$ cat src/rtl/my_interface1_sys_pkg.sv
// rtl/my_interface1_sys_pkg.sv - shared types and constants for the serial frame receiver
package my_interface1_sys_pkg;

    typedef logic [7:0] t_byte;

    typedef enum logic [1:0] {
        IDLE,
        START,
        DATA,
        STOP
    } t_state;

    localparam t_byte IDLE_BYTE = 8'hFF;

endpackage

$ cat src/rtl/my_interface1.sv
// rtl/my_interface1.sv - serial line in, frame-done strobe out
interface my_interface1;

    logic one;
    logic two;

    modport sys (input one, output two);

endinterface

$ cat src/rtl/my_interface1_sys_baud.sv
// rtl/my_interface1_sys_baud.sv - bit-period counter with mid-bit sample and end-of-bit flags
module my_interface1_sys_baud #(
    parameter int P1 = 0
) (
    input  logic clk,
    input  logic rst,
    input  logic run,
    output logic sample_pulse,
    output logic bit_end
);

    localparam logic [15:0] LAST = 16'(P1);
    localparam logic [15:0] HALF = 16'(P1 / 2);

    logic [15:0] cnt;

    assign sample_pulse = (cnt == HALF);
    assign bit_end      = (cnt == LAST);

    // Held at zero while idle so the detect edge is count 0 of the start bit.
    always_ff @(posedge clk or posedge rst) begin
        if (rst) begin
            cnt <= '0;
        end else if (!run || bit_end) begin
            cnt <= '0;
        end else begin
            cnt <= cnt + 16'd1;
        end
    end

endmodule

$ cat src/rtl/my_interface1_sys.sv
// rtl/my_interface1_sys.sv - 8N1 frame receiver with done strobe and framing-error pulse
module my_interface1_sys
    import my_interface1_sys_pkg::*;
#(
    parameter int P1 = 0
) (
    input  logic  clk,
    input  logic  rst,
    input  logic  one,
    output logic  two,
    output t_byte rx_byte,
    output logic  frame_err
);

    my_interface1 bus ();

    t_state     state;
    t_state     state_next;
    logic [2:0] bit_idx;
    t_byte      shreg;
    logic       done_q;
    logic       sample_pulse;
    logic       bit_end;
    logic       run;

    assign bus.one = one;
    assign bus.two = done_q;
    assign two     = bus.two;
    assign run     = (state_next != IDLE);

    my_interface1_sys_baud #(.P1(P1)) u_baud (
        .clk          (clk),
        .rst          (rst),
        .run          (run),
        .sample_pulse (sample_pulse),
        .bit_end      (bit_end)
    );

    // With a one-cycle bit the detect edge is also the start sample, so skip START.
    always_comb begin
        state_next = state;
        case (state)
            IDLE:  if (!bus.one) state_next = (sample_pulse && bit_end) ? DATA : START;
            START: begin
                if (sample_pulse && bus.one) state_next = IDLE;
                else if (bit_end)            state_next = DATA;
            end
            DATA:  if (bit_end && bit_idx == 3'd7) state_next = STOP;
            STOP:  if (sample_pulse) state_next = IDLE;
            default: state_next = IDLE;
        endcase
    end

    always_ff @(posedge clk or posedge rst) begin
        if (rst) begin
            state     <= IDLE;
            bit_idx   <= 3'd0;
            shreg     <= IDLE_BYTE;
            rx_byte   <= IDLE_BYTE;
            done_q    <= 1'b0;
            frame_err <= 1'b0;
        end else begin
            state     <= state_next;
            done_q    <= 1'b0;
            frame_err <= 1'b0;
            if (state == DATA) begin
                if (sample_pulse) shreg[bit_idx] <= bus.one;
                if (bit_end)      bit_idx <= bit_idx + 3'd1;
            end
            if (state == STOP && sample_pulse) begin
                if (bus.one) begin
                    rx_byte <= shreg;
                    done_q  <= 1'b1;
                end else begin
                    frame_err <= 1'b1;
                end
            end
        end
    end

endmodule

$ cat config.mk
export PLATFORM = sky130hd
export DESIGN_NAME = my_interface1_sys
export DESIGN_NICKNAME = d
export VERILOG_FILES = /design/src/rtl/my_interface1_sys_pkg.sv /design/src/rtl/my_interface1.sv /design/src/rtl/my_interface1_sys_baud.sv /design/src/rtl/my_interface1_sys.sv
export SDC_FILE = /design/constraint.sdc
export NUM_CORES = 1
export LEC_CHECK = 0
export CORE_MARGIN = 1
export CORE_UTILIZATION = 57
export CTS_CLUSTER_DIAMETER = 120
export CTS_CLUSTER_SIZE = 24
export DETAILED_ROUTE_END_ITERATION = 6
export GPL_ROUTABILITY_DRIVEN = 0
export PLACE_DENSITY = 0.78
export RECOVER_POWER = 100
export SLEW_MARGIN = 20
export SYNTH_ARGS = -nofsm -noshare
export SYNTH_HDL_FRONTEND = slang
export SYNTH_SLANG_ARGS = --single-unit
$ cat constraint.sdc
create_clock -name clk -period 2.7 [get_ports clk]
set_clock_uncertainty 0.15 [all_clocks]
set_input_delay 0.675 -clock clk [delete_from_list [all_inputs] [get_ports clk]]
set_output_delay 0.675 -clock clk [all_outputs]
set_load 0.1 [all_outputs]
* Word level (Yosys, flattened, before mapping) *
Index checks and enable logic that the tools add are counted.

word-level totals
  register bits = 39
  bits of input ports = 3
  output and inout port bits = 10
  word-level logic and storage cells = 41

cells by class
  add/sub/neg operators = 2
  order comparisons = 2
  equal/unequal tests = 4
  mux-type cells = 15
  reductions and logical operators = 11

operators by type and width
  cell                   count
  $add 16x1->16 const B  1
  $logic_not 16->1       1
  $mux 16                1
  $mux 2                 6
  $bwmux 8               1
  $pmux 2 s4             1
  $mux 1                 5
  $eq 2x2->1 const B     2
  $logic_and 1x1->1      4
  $lt 3x4->1 const B     1
  $reduce_and 2->1       2
  $add 3x1->3 const B    1
  $demux 1 s3            1
  $eq 3x3->1 const B     1
  $ge 3x1->1 const B     1
  $eq 2x1->1 const B     1
  $logic_not 2->1        1
  $reduce_bool 2->1      1
  $logic_not 1->1        1
  $logic_or 1x1->1       1

* Longest topological paths before layout *
Gate-level depths: netlist of the first run.

  depth after elaboration = 8
  mapped depth = 7
  gate-level depth less buffers = 6

* Hierarchy *
A second synthesis of the first run with hierarchy kept.

second synthesis, totals
  cells, all modules = 166
  area total of the unflattened synthesis = 1873.0 µm²

by module, submodules not included
  module                  instances  cells an instance  area each (µm²)  sequential area each (µm²)
  my_interface1_sys       1          78                 1042.2           595.6
  my_interface1_sys_baud  1          88                 830.8            400.4

* Worst setup path after synthesis of the first run *
No wires, ideal clock.

  path type = flip-flop to flip-flop
  from = reg u_baud.cnt[0]
  to = reg shreg[3]
  library setup time = 0.082 ns
  arrival = 1.725 ns
  data required time = 2.468 ns
  path slack = 0.743 ns
  stages on the path, launching flop included = 7
  buffers on the path = 0
  clock period less this slack = 1.957 ns
  cell sequence = dfrtp_1 > inv_1 > ha_1 > nor4b_4 > nand4_4 > or3_1 > mux2_4

on the way
  cells in the longest elaborated chain, start to end = 2

RTL lines
  what                               RTL line                      RTL
  start, declared                    my_interface1_sys_baud.sv:15  logic [15:0] cnt;
  start signal, assigned             my_interface1_sys_baud.sv:27  cnt <= cnt + 16'd1;
  $logic_not 16->1                   my_interface1_sys_baud.sv:17  assign sample_pulse = (cnt == HALF);
  $reduce_and 2->1 (no source line)  --
  end signal, assigned by index      my_interface1_sys.sv:67       if (sample_pulse) shreg[bit_idx] <= bus.one;
  end, declared                      my_interface1_sys.sv:20       t_byte shreg;

Every way passes these cells.
A chain may end at the register's enable or synchronous reset.

* Worst setup path in the final report of the first run *
Ends and elaborated chain as after synthesis.

==> results.tsv, run 1 <==
metric	value	unit
ant_nets	0	
drive_above_1_share	0.3017	
cts_sinks	39	
cts_setup_buffers	0	
fin_crit_sh	0.8536	
hold_viol_final	0	
place_inst	215	
r2r_start	u_baud.cnt[0]	
syn_inst	160	
fillers	262	
p_leak	0.8467	nW
grt_max_degree	40	
post-place-ws	516.0	ps
critical_path_class	flop to flop	
start_util	0.6028	
cp.required	2830	ps
grt_pass1_vias	1135	
cts_buffers	5	
syn_area	1856	µm²
hold_class	flop to flop	
drtIter0Drc	48	
startpoint	u_baud.cnt[0]	
ys_seq_elements	39	
place_hpwl	2.060	mm
antenna_found_initial	0	
grt_use_total	0.2041	
period_needed	2305	ps
cts_hold_buf	0	
viasPerCell	5.368	
routed_wl	2.916	mm
synth_nets	167	
arrival	2430	ps
grt_pass1_wl	5.140	mm
grt_overflow	0	
drc_errors	0	
clockBufferDepth	2	
clk_latency	340	ps
nets	185	
cts_max_level	2	
io_buffer_count	12	
min_from	u_baud.cnt[0]	
cap_violations	0	
stdcell_count	223	
diodes	0	
die_y	59.06	µm
area_growth	10.11	%
root_buffer	clkbuf_4	
power_density	1071	nW/µm²
whs	383.0	ps
crit_path_end_kind	flop	
synth.distinct_cells	28	
critPathMaxFanout	9	
cp-start-kind	flop	
slew_headroom	0.3970	
slew_violations	0	
num_rows	20	
cts_tree	done	
fmax	0.4339	GHz
path_clk_slew	110	ps
synth_warnings	0	
rsz0062_at_grt	no	
drt-wirelength-per-cell	13.08	µm
die-area	3487	µm²
syn_avg_cell_area	11.60	µm²
cts-resized-gates	0	
outcome	finished clean	
setup_violations	0	
vias	1197	
peakVddDrop	0.7812	mV
ys_seq_area_frac	0.5367	
worstMarginPinSlew	904.5	ps
setup_ws	395.2	ps
io_pins	13	
tns	0	ps
die_w	59.06	µm
core_region_area	3078	µm²
drt_first_pass_iters	4	
[registers in the layout (all words and copies together), names as in the netlist]
name	flops
shreg	8
state	2
rx_byte	8
bit_idx	3
frame_err	1
u_baud.cnt	16
two	1
[cell usage after synthesis]
cell / instances / area [µm²]
a21o_1: 1 / 7.510
inv_1: 7 / 26.28
nor2b_1: 1 / 6.260
nor4b_4: 1 / 23.77
nor4_4: 2 / 42.54
nand3_1: 9 / 45.04
nand4_1: 5 / 31.28
nor2_1: 23 / 86.33
nand2_1: 9 / 33.78
nor4_1: 6 / 37.54
nand4_4: 1 / 21.27
dfrtp_1: 23 / 575.6
or3_1: 1 / 6.260
o21ai_0: 1 / 5.000
xnor2_1: 14 / 122.6
mux2_4: 1 / 15.01
and4_2: 1 / 10.01
ha_1: 4 / 50.05
nor2_4: 1 / 11.26
clkbuf_1: 3 / 11.26
dfstp_2: 16 / 420.4
mux2_1: 2 / 22.52
and3_1: 1 / 6.260
nand3b_1: 1 / 7.510
mux2_2: 15 / 168.9
xor2_1: 1 / 8.760
nor3_1: 9 / 45.04
a21boi_0: 1 / 7.510
[final timing paths]
path,endpoint,slack [ps],cells past startpoint
worst max-delay path,shreg[3],400,6
worst min-delay path,u_baud.cnt[0],380,1
worst max register to register,shreg[3],400,6
worst min register to register,u_baud.cnt[0],380,1
max in group asynchronous,u_baud.cnt[0],940,3
min in group asynchronous,two,900,3
[kinds of logic (layout without fill, tap and decap cells)]
| family | count (synthesis) | count (layout) | share of synthesized area |
|---|---|---|---|
| flops | 39 | 39 | 0.5367 |
| compound gates | 3 | 3 | 0.01079 |
| xor+xnor | 15 | 15 | 0.07080 |
| mux | 18 | 18 | 0.1113 |
| fa+ha+maj | 4 | 4 | 0.02697 |
| buf+inv | 10 | 29 | 0.02023 |
| simple gates | 71 | 71 | 0.2232 |
[metal layers]
metal	part of all wire	up-vias	global-route usage
li1	-	595	-
met1	0.50	582	0.2725
met2	0.46	16	0.3036
met3	0.032	4	0.07424
met4	0.012	0	0.08163
met5	0	-	0
[through the flow]
stage,utilization,power (mW),area [µm²]
finish,0.6638,2.189,2043
detailed placement,0.6528,1.874,2009
global route,0.6638,2.310,2043
CTS,0.6793,2.265,2091
floorplan,-,1.715,1856
global placement,0.6528,1.853,2009
[cell usage in the layout, fill, tap and decap left out, types with 2 or more instances in the layout]
cell / instances
clkbuf_2: 11
nand4_1: 6
nor4_4: 2
nor3_1: 9
ha_1: 4
nand3_1: 9
nand2_1: 9
clkbuf_4: 5
mux2_2: 14
xnor2_1: 14
dfrtp_1: 23
nor4_1: 6
mux2_1: 4
dfstp_2: 16
inv_1: 7
nor2_1: 23
[critical path, cell delays in order, from the launching register on]
cell	delay [ps]
dfrtp_1	440
inv_1	80
ha_1	150
nor4b_4	220
nand4_1	400
or3_1	490
mux2_1	320
[area by class of cell]
cell class	instances	area, µm²	area share
flip-flops and latches	39	996.0	0.4874
repair buffers	14	82.58	0.04042
clock inverters	3	43.79	0.02143
well taps	44	55.05	0.02694
clock buffers	5	37.54	0.01837
multi-input cells	111	802.0	0.3925
inverters	7	26.28	0.01286
[power breakdown]
part | internal, mW | total (mW) | switching, mW
clock network | 0.195 | 0.384 | 0.189
logic | 0.248 | 0.870 | 0.623
registers | 0.824 | 0.935 | 0.110
Power figures use the tool's default switching activity.
==> run 2, diff against run 1 <==
--- a/config.mk
+++ b/config.mk
@@ -5,13 +5,14 @@
 export SDC_FILE = /design/constraint.sdc
 export NUM_CORES = 1
 export LEC_CHECK = 0
+export CORE_ASPECT_RATIO = 0.75
 export CORE_MARGIN = 1
-export CORE_UTILIZATION = 57
+export CORE_UTILIZATION = 52
 export CTS_CLUSTER_DIAMETER = 120
 export CTS_CLUSTER_SIZE = 24
 export DETAILED_ROUTE_END_ITERATION = 6
 export GPL_ROUTABILITY_DRIVEN = 0
-export PLACE_DENSITY = 0.78
+export PLACE_DENSITY = 0.75
 export RECOVER_POWER = 100
 export SLEW_MARGIN = 20
 export SYNTH_ARGS = -nofsm -noshare
==> constraint.sdc (replaced) <==
create_clock -name clk -period 1.85 [get_ports clk]
set_clock_uncertainty 0.15 [all_clocks]
set_input_delay 0.4625 -clock clk [delete_from_list [all_inputs] [get_ports clk]]
set_output_delay 0.4625 -clock clk [all_outputs]
set_load 0.1 [all_outputs]
==> run 2 against run 1 <==
The flow now finishes with violations (setup timing); clock power grew 68%; die area grew 9.3%; worst hold slack gained 44 ps; via count grew 25%; final cell count grew 13%.
==> results.tsv, run 2 (synthesis gave the netlist of run 1 again) <==
metric	value	unit
outcome	complete, but fails checks	
violations	setup timing	
die-area	3813	µm²
r2r_start	u_baud.cnt[0]	
drive_above_1_share	0.5592	
reg2reg_depth	7	
top_register	u_baud.cnt	
total_power	3.762	mW
fmax	0.4910	GHz
min_to	u_baud.cnt[0]	
drt-wirelength-per-cell	20.69	µm
switching_share	0.4215	
min_from	u_baud.cnt[0]	
die_w	70.98	µm
slowest_delay	390	ps
fin_crit_sh	1.101	
cpMaxStageDelayCell	dfrtp_1	
holdPathStages	2	
power_density	1448	nW/µm²
whs	426.7	ps
p_clk_frac	0.172	
grt_max_degree	40	
antenna_found_initial	0	
pwr-share-seq	0.375	
diodes	0	
comb_power_share	0.454	
arrival	2110	ps
rsz0062_at_grt	yes	
grt_overflow	0	
post-place-ws	-121.0	ps
place_hpwl	2.735	mm
hold_class	flop to flop	
clk_latency	300	ps
ant_nets	0	
drtIter0Drc	92	
fin_util	0.7744	
critPathMaxFanout	5	
reg.largest.list	u_baud.cnt: 16 flops, rx_byte: 8 flops, shreg: 8 flops	
grt_pass1_wl	6.713	mm
period_needed	2037	ps
timing.rr.end	shreg[3]	
drc_errors	0	
fin_area	2599	µm²
p_leak	1.083	nW
place_area	2335	µm²
crit_path_end_kind	flop	
mostFrequentLayoutCells	34 x buf_4, 23 x dfrtp_1, 16 x dfstp_2	
slew_headroom	0.3537	
largest_reg_flops	16	
cts_hold_buf	0	
grt_pass1_vias	1362	
stdcell_count	251	
setup_ws	-186.7	ps
peakVddDrop	1.846	mV
viasPerCell	5.964	
drt_first_pass_iters	6	
critical_path_class	flop to flop	
vias	1497	
cp.required	1930	ps
clockBufferDepth	2	
cap_violations	0	
ff2ff_setup_slack	-190	ps
cp-start-kind	flop	
path_clk_slew	80	ps
root_buffer	clkbuf_8	
startpoint	u_baud.cnt[0]	
hold_viol_final	0	
slew_violations	0	
cts_buffers	5	
nets	217	
io_pins	13	
routed_wl	5.194	mm
crit_chain	inv_1 -> ha_2 -> nor4b_4 -> buf_4 -> nand4_4 -> or3_4 -> mux2_4	
final_common_cell	buf_4	
cts_tree	done	
cts_max_level	2	
start_util	0.5529	
worstMarginPinSlew	969.5	ps
p_sw	1.586	mW
grt_use_total	0.2413	
setup_violations	37	
core_region_area	3356	µm²
tns	-4707	ps
num_rows	18	
die_y	53.73	µm
cts_sinks	39	
io_buffer_count	12	
power.internal	2.177	mW
area_growth	40.05	%
place_inst	235	
## run 2: worst max-delay path by stage
stage                 endpoint  slack [ps]  cells after the start
detailed placement  rx_byte[2]        -120                      4
floorplan             shreg[3]         -60                      6
global placement    rx_byte[4]        -100                      4
global route          shreg[1]        -270                      8
finish                shreg[3]        -190                      7
CTS                   shreg[1]         -90                      8
## run 2: per-layer routing
| layer | vias up | track usage | share of wire |
|---|---|---|---|
| li1 | 659 | - | - |
| met1 | 770 | 0.2978 | 0.42 |
| met2 | 55 | 0.4199 | 0.50 |
| met3 | 13 | 0.05431 | 0.059 |
| met4 | 0 | 0.1033 | 0.018 |
| met5 | - | 0 | 0 |
## run 2: layout make-up
type                            instances  area [µm²]
Clock buffer                            8       100.1
Fill cell                             181       757.0
Inverter                                7       26.28
Multi-Input combinational cell        112        1037
Sequential cell                        39       996.0
Tap cell                               40       50.05
Timing Repair Buffer                   45       389.1
## run 2: timing repair
item,CTS,global route
endpoints found under the setup margin,19,36
pin swaps,6,20
gates resized for setup,5,52
buffers inserted,3,3
endpoints found under the hold margin,0,0
cloned,1,1
## run 2: critical path, delay by kind of cell, from the launching register on
| family | cells | cell delay [ps] |
|---|---|---|
| buffers and inverters | 2 | 270 |
| multiplexers | 1 | 300 |
| adder cells (fa/ha/maj) | 1 | 170 |
| flip-flops | 1 | 390 |
| AND/OR/NAND/NOR | 3 | 700 |
## run 2: power groups by stage
stage                     Clock (mW)  Combinational, mW  Sequential (mW)
final                          0.646               1.71             1.41
after global routing           0.676               1.78             1.43
after CTS                      0.638               1.75             1.43
after detailed placement           0               1.70             1.43
after global placement             0               1.64             1.41
after floorplan                    0              0.492             2.01
==> run 3, diff against run 2 <==
==> constraint.sdc (replaced) <==
create_clock -name clk -period 1.85 [get_ports clk]
set_clock_uncertainty 0.15 [all_clocks]
set_input_delay 0.2775 -clock clk [delete_from_list [all_inputs] [get_ports clk]]
set_output_delay 0.2775 -clock clk [all_outputs]
set_load 0.1 [all_outputs]
==> run 3 against run 2 <==
The run ends with DRC, setup timing left; final cell count is the same; critical path depth shrank 1; maximum frequency is essentially flat; clock power shrank 6.8%; wire length shrank 4.9%.
==> results.tsv, run 3 (synthesis gave the netlist of run 1 again) <==
metric	value	unit
cp.required	1930	ps
stdcell_count	251	
grt_pass1_vias	1486	
fin_util	0.7379	
setup_ws	-188.3	ps
start_util	0.5529	
place_hpwl	2.851	mm
cts_max_level	2	
outcome	complete, but fails checks	
hold_class	flop to flop	
vias	1508	
diodes	0	
grt_use_total	0.2625	
critPathMaxFanout	8	
mostFrequentLayoutCells	27 x buf_4, 23 x dfrtp_1, 20 x nor2_1	
nets	217	
post-place-ws	-177.8	ps
power_density	1475	nW/µm²
crit_path_end_kind	flop	
viasPerCell	6.008	
setup_violations	34	
final_common_cell	buf_4	
clk_latency	300	ps
critical_path_class	flop to flop	
die-area	3813	µm²
cts_sinks	39	
arrival	2120	ps
grt_pass1_wl	7.086	mm
worstMarginPinSlew	962.0	ps
ant_nets	0	
top_register	u_baud.cnt	
routed_wl	4.941	mm
rsz0062_at_grt	yes	
peakVddDrop	1.201	mV
violations	DRC, setup timing	
seqCellArea	996.0	µm²
grt_overflow	0	
period_needed	2038	ps
drive_above_1_share	0.5071	
drtIter0Drc	72	
slew_violations	0	
area_growth	33.45	%
fin_crit_sh	1.102	
clockBufferDepth	2	
num_rows	18	
io_pins	13	
cts_buffers	5	
largest_reg_flops	16	
slew_headroom	0.3587	
hold_viol_final	0	
cap_violations	0	
core_region_area	3356	µm²
place_area	2327	µm²
grt_max_degree	40	
root_buffer	clkbuf_8	
p_leak	1.073	nW
die_w	70.98	µm
drt-wirelength-per-cell	19.69	µm
drc_errors	1	
drt_first_pass_iters	6	
antenna_found_initial	0	
multi_input_area	949.7	µm²
reg.largest.list	u_baud.cnt: 16 flops, rx_byte: 8 flops, shreg: 8 flops	
fin_area	2476	µm²
fillers	188	
io_buffer_count	12	
path_clk_slew	80	ps
cts_tree	done	
fmax	0.4906	GHz
cp-start-kind	flop	
place_inst	234	
die_y	53.73	µm
run 3: per-layer routing:
layer  vias up  wire length [µm]  GRT usage
met5         -                 0          0
met4         0               148     0.1400
met3        21               230    0.08052
met2        73              2578     0.4663
met1       763              1983     0.2933
li1        651                 -          -
run 3: critical path, cell delays in order (launching register included):
cell	delay, ps
dfrtp_1	390
inv_1	70
ha_2	160
nor4b_4	260
nand4_4	230
or3_4	430
mux2_4	300
run 3: repair_timing:
action                                  4_1_cts  5_1_grt
resized for setup                            15       21
pin swaps                                     4        9
hold buffers                                  0        0
setup buffers                                 4        6
hold endpoints to repair                      0        0
endpoints found under the setup margin       19       39
run 3: metrics by stage:
step / total power [mW] / setup TNS, ps / hold slack, ps
4_1_cts: 3.848 / -3513 / 185.7
6_report: 3.652 / -2669 / 406.0
2_1_floorplan: 2.503 / -59.99 / 320.7
3_3_place_gp: 3.032 / -449.5 / 372.9
3_5_place_dp: 3.108 / -1967 / 397.1
5_1_grt: 3.779 / -5640 / 435.9
run 3: final cells by class:
class	instances	share of cell area
tap	40	0.02021
sequential	39	0.4022
clock buffer	7	0.03487
clock inverter	1	0.002021
timing repair buffer	46	0.1465
inverter	7	0.01061
multi-input combinational	111	0.3835
run 3: path summary, 6_finish.rpt:
kind                                 from        endpoint  slack, ps  cells past startpoint
max                         u_baud.cnt[0]        shreg[3]       -190                      6
min                        u_baud.cnt[15]  u_baud.cnt[15]        410                      2
max reg2reg                 u_baud.cnt[0]        shreg[3]       -190                      6
min reg2reg                u_baud.cnt[15]  u_baud.cnt[15]        410                      2
max in group asynchronous             rst   u_baud.cnt[5]        390                      3
min in group asynchronous             rst       frame_err        570                      3
run 3: report_power, final:
group / leakage (nW) / switching (mW) / total [mW] / internal (mW)
Sequential: 0.478 / 0.209 / 1.42 / 1.21
Clock: 0.0482 / 0.301 / 0.602 / 0.301
Combinational: 0.546 / 1.07 / 1.63 / 0.556
Total: 1.07 / 1.58 / 3.65 / 2.07
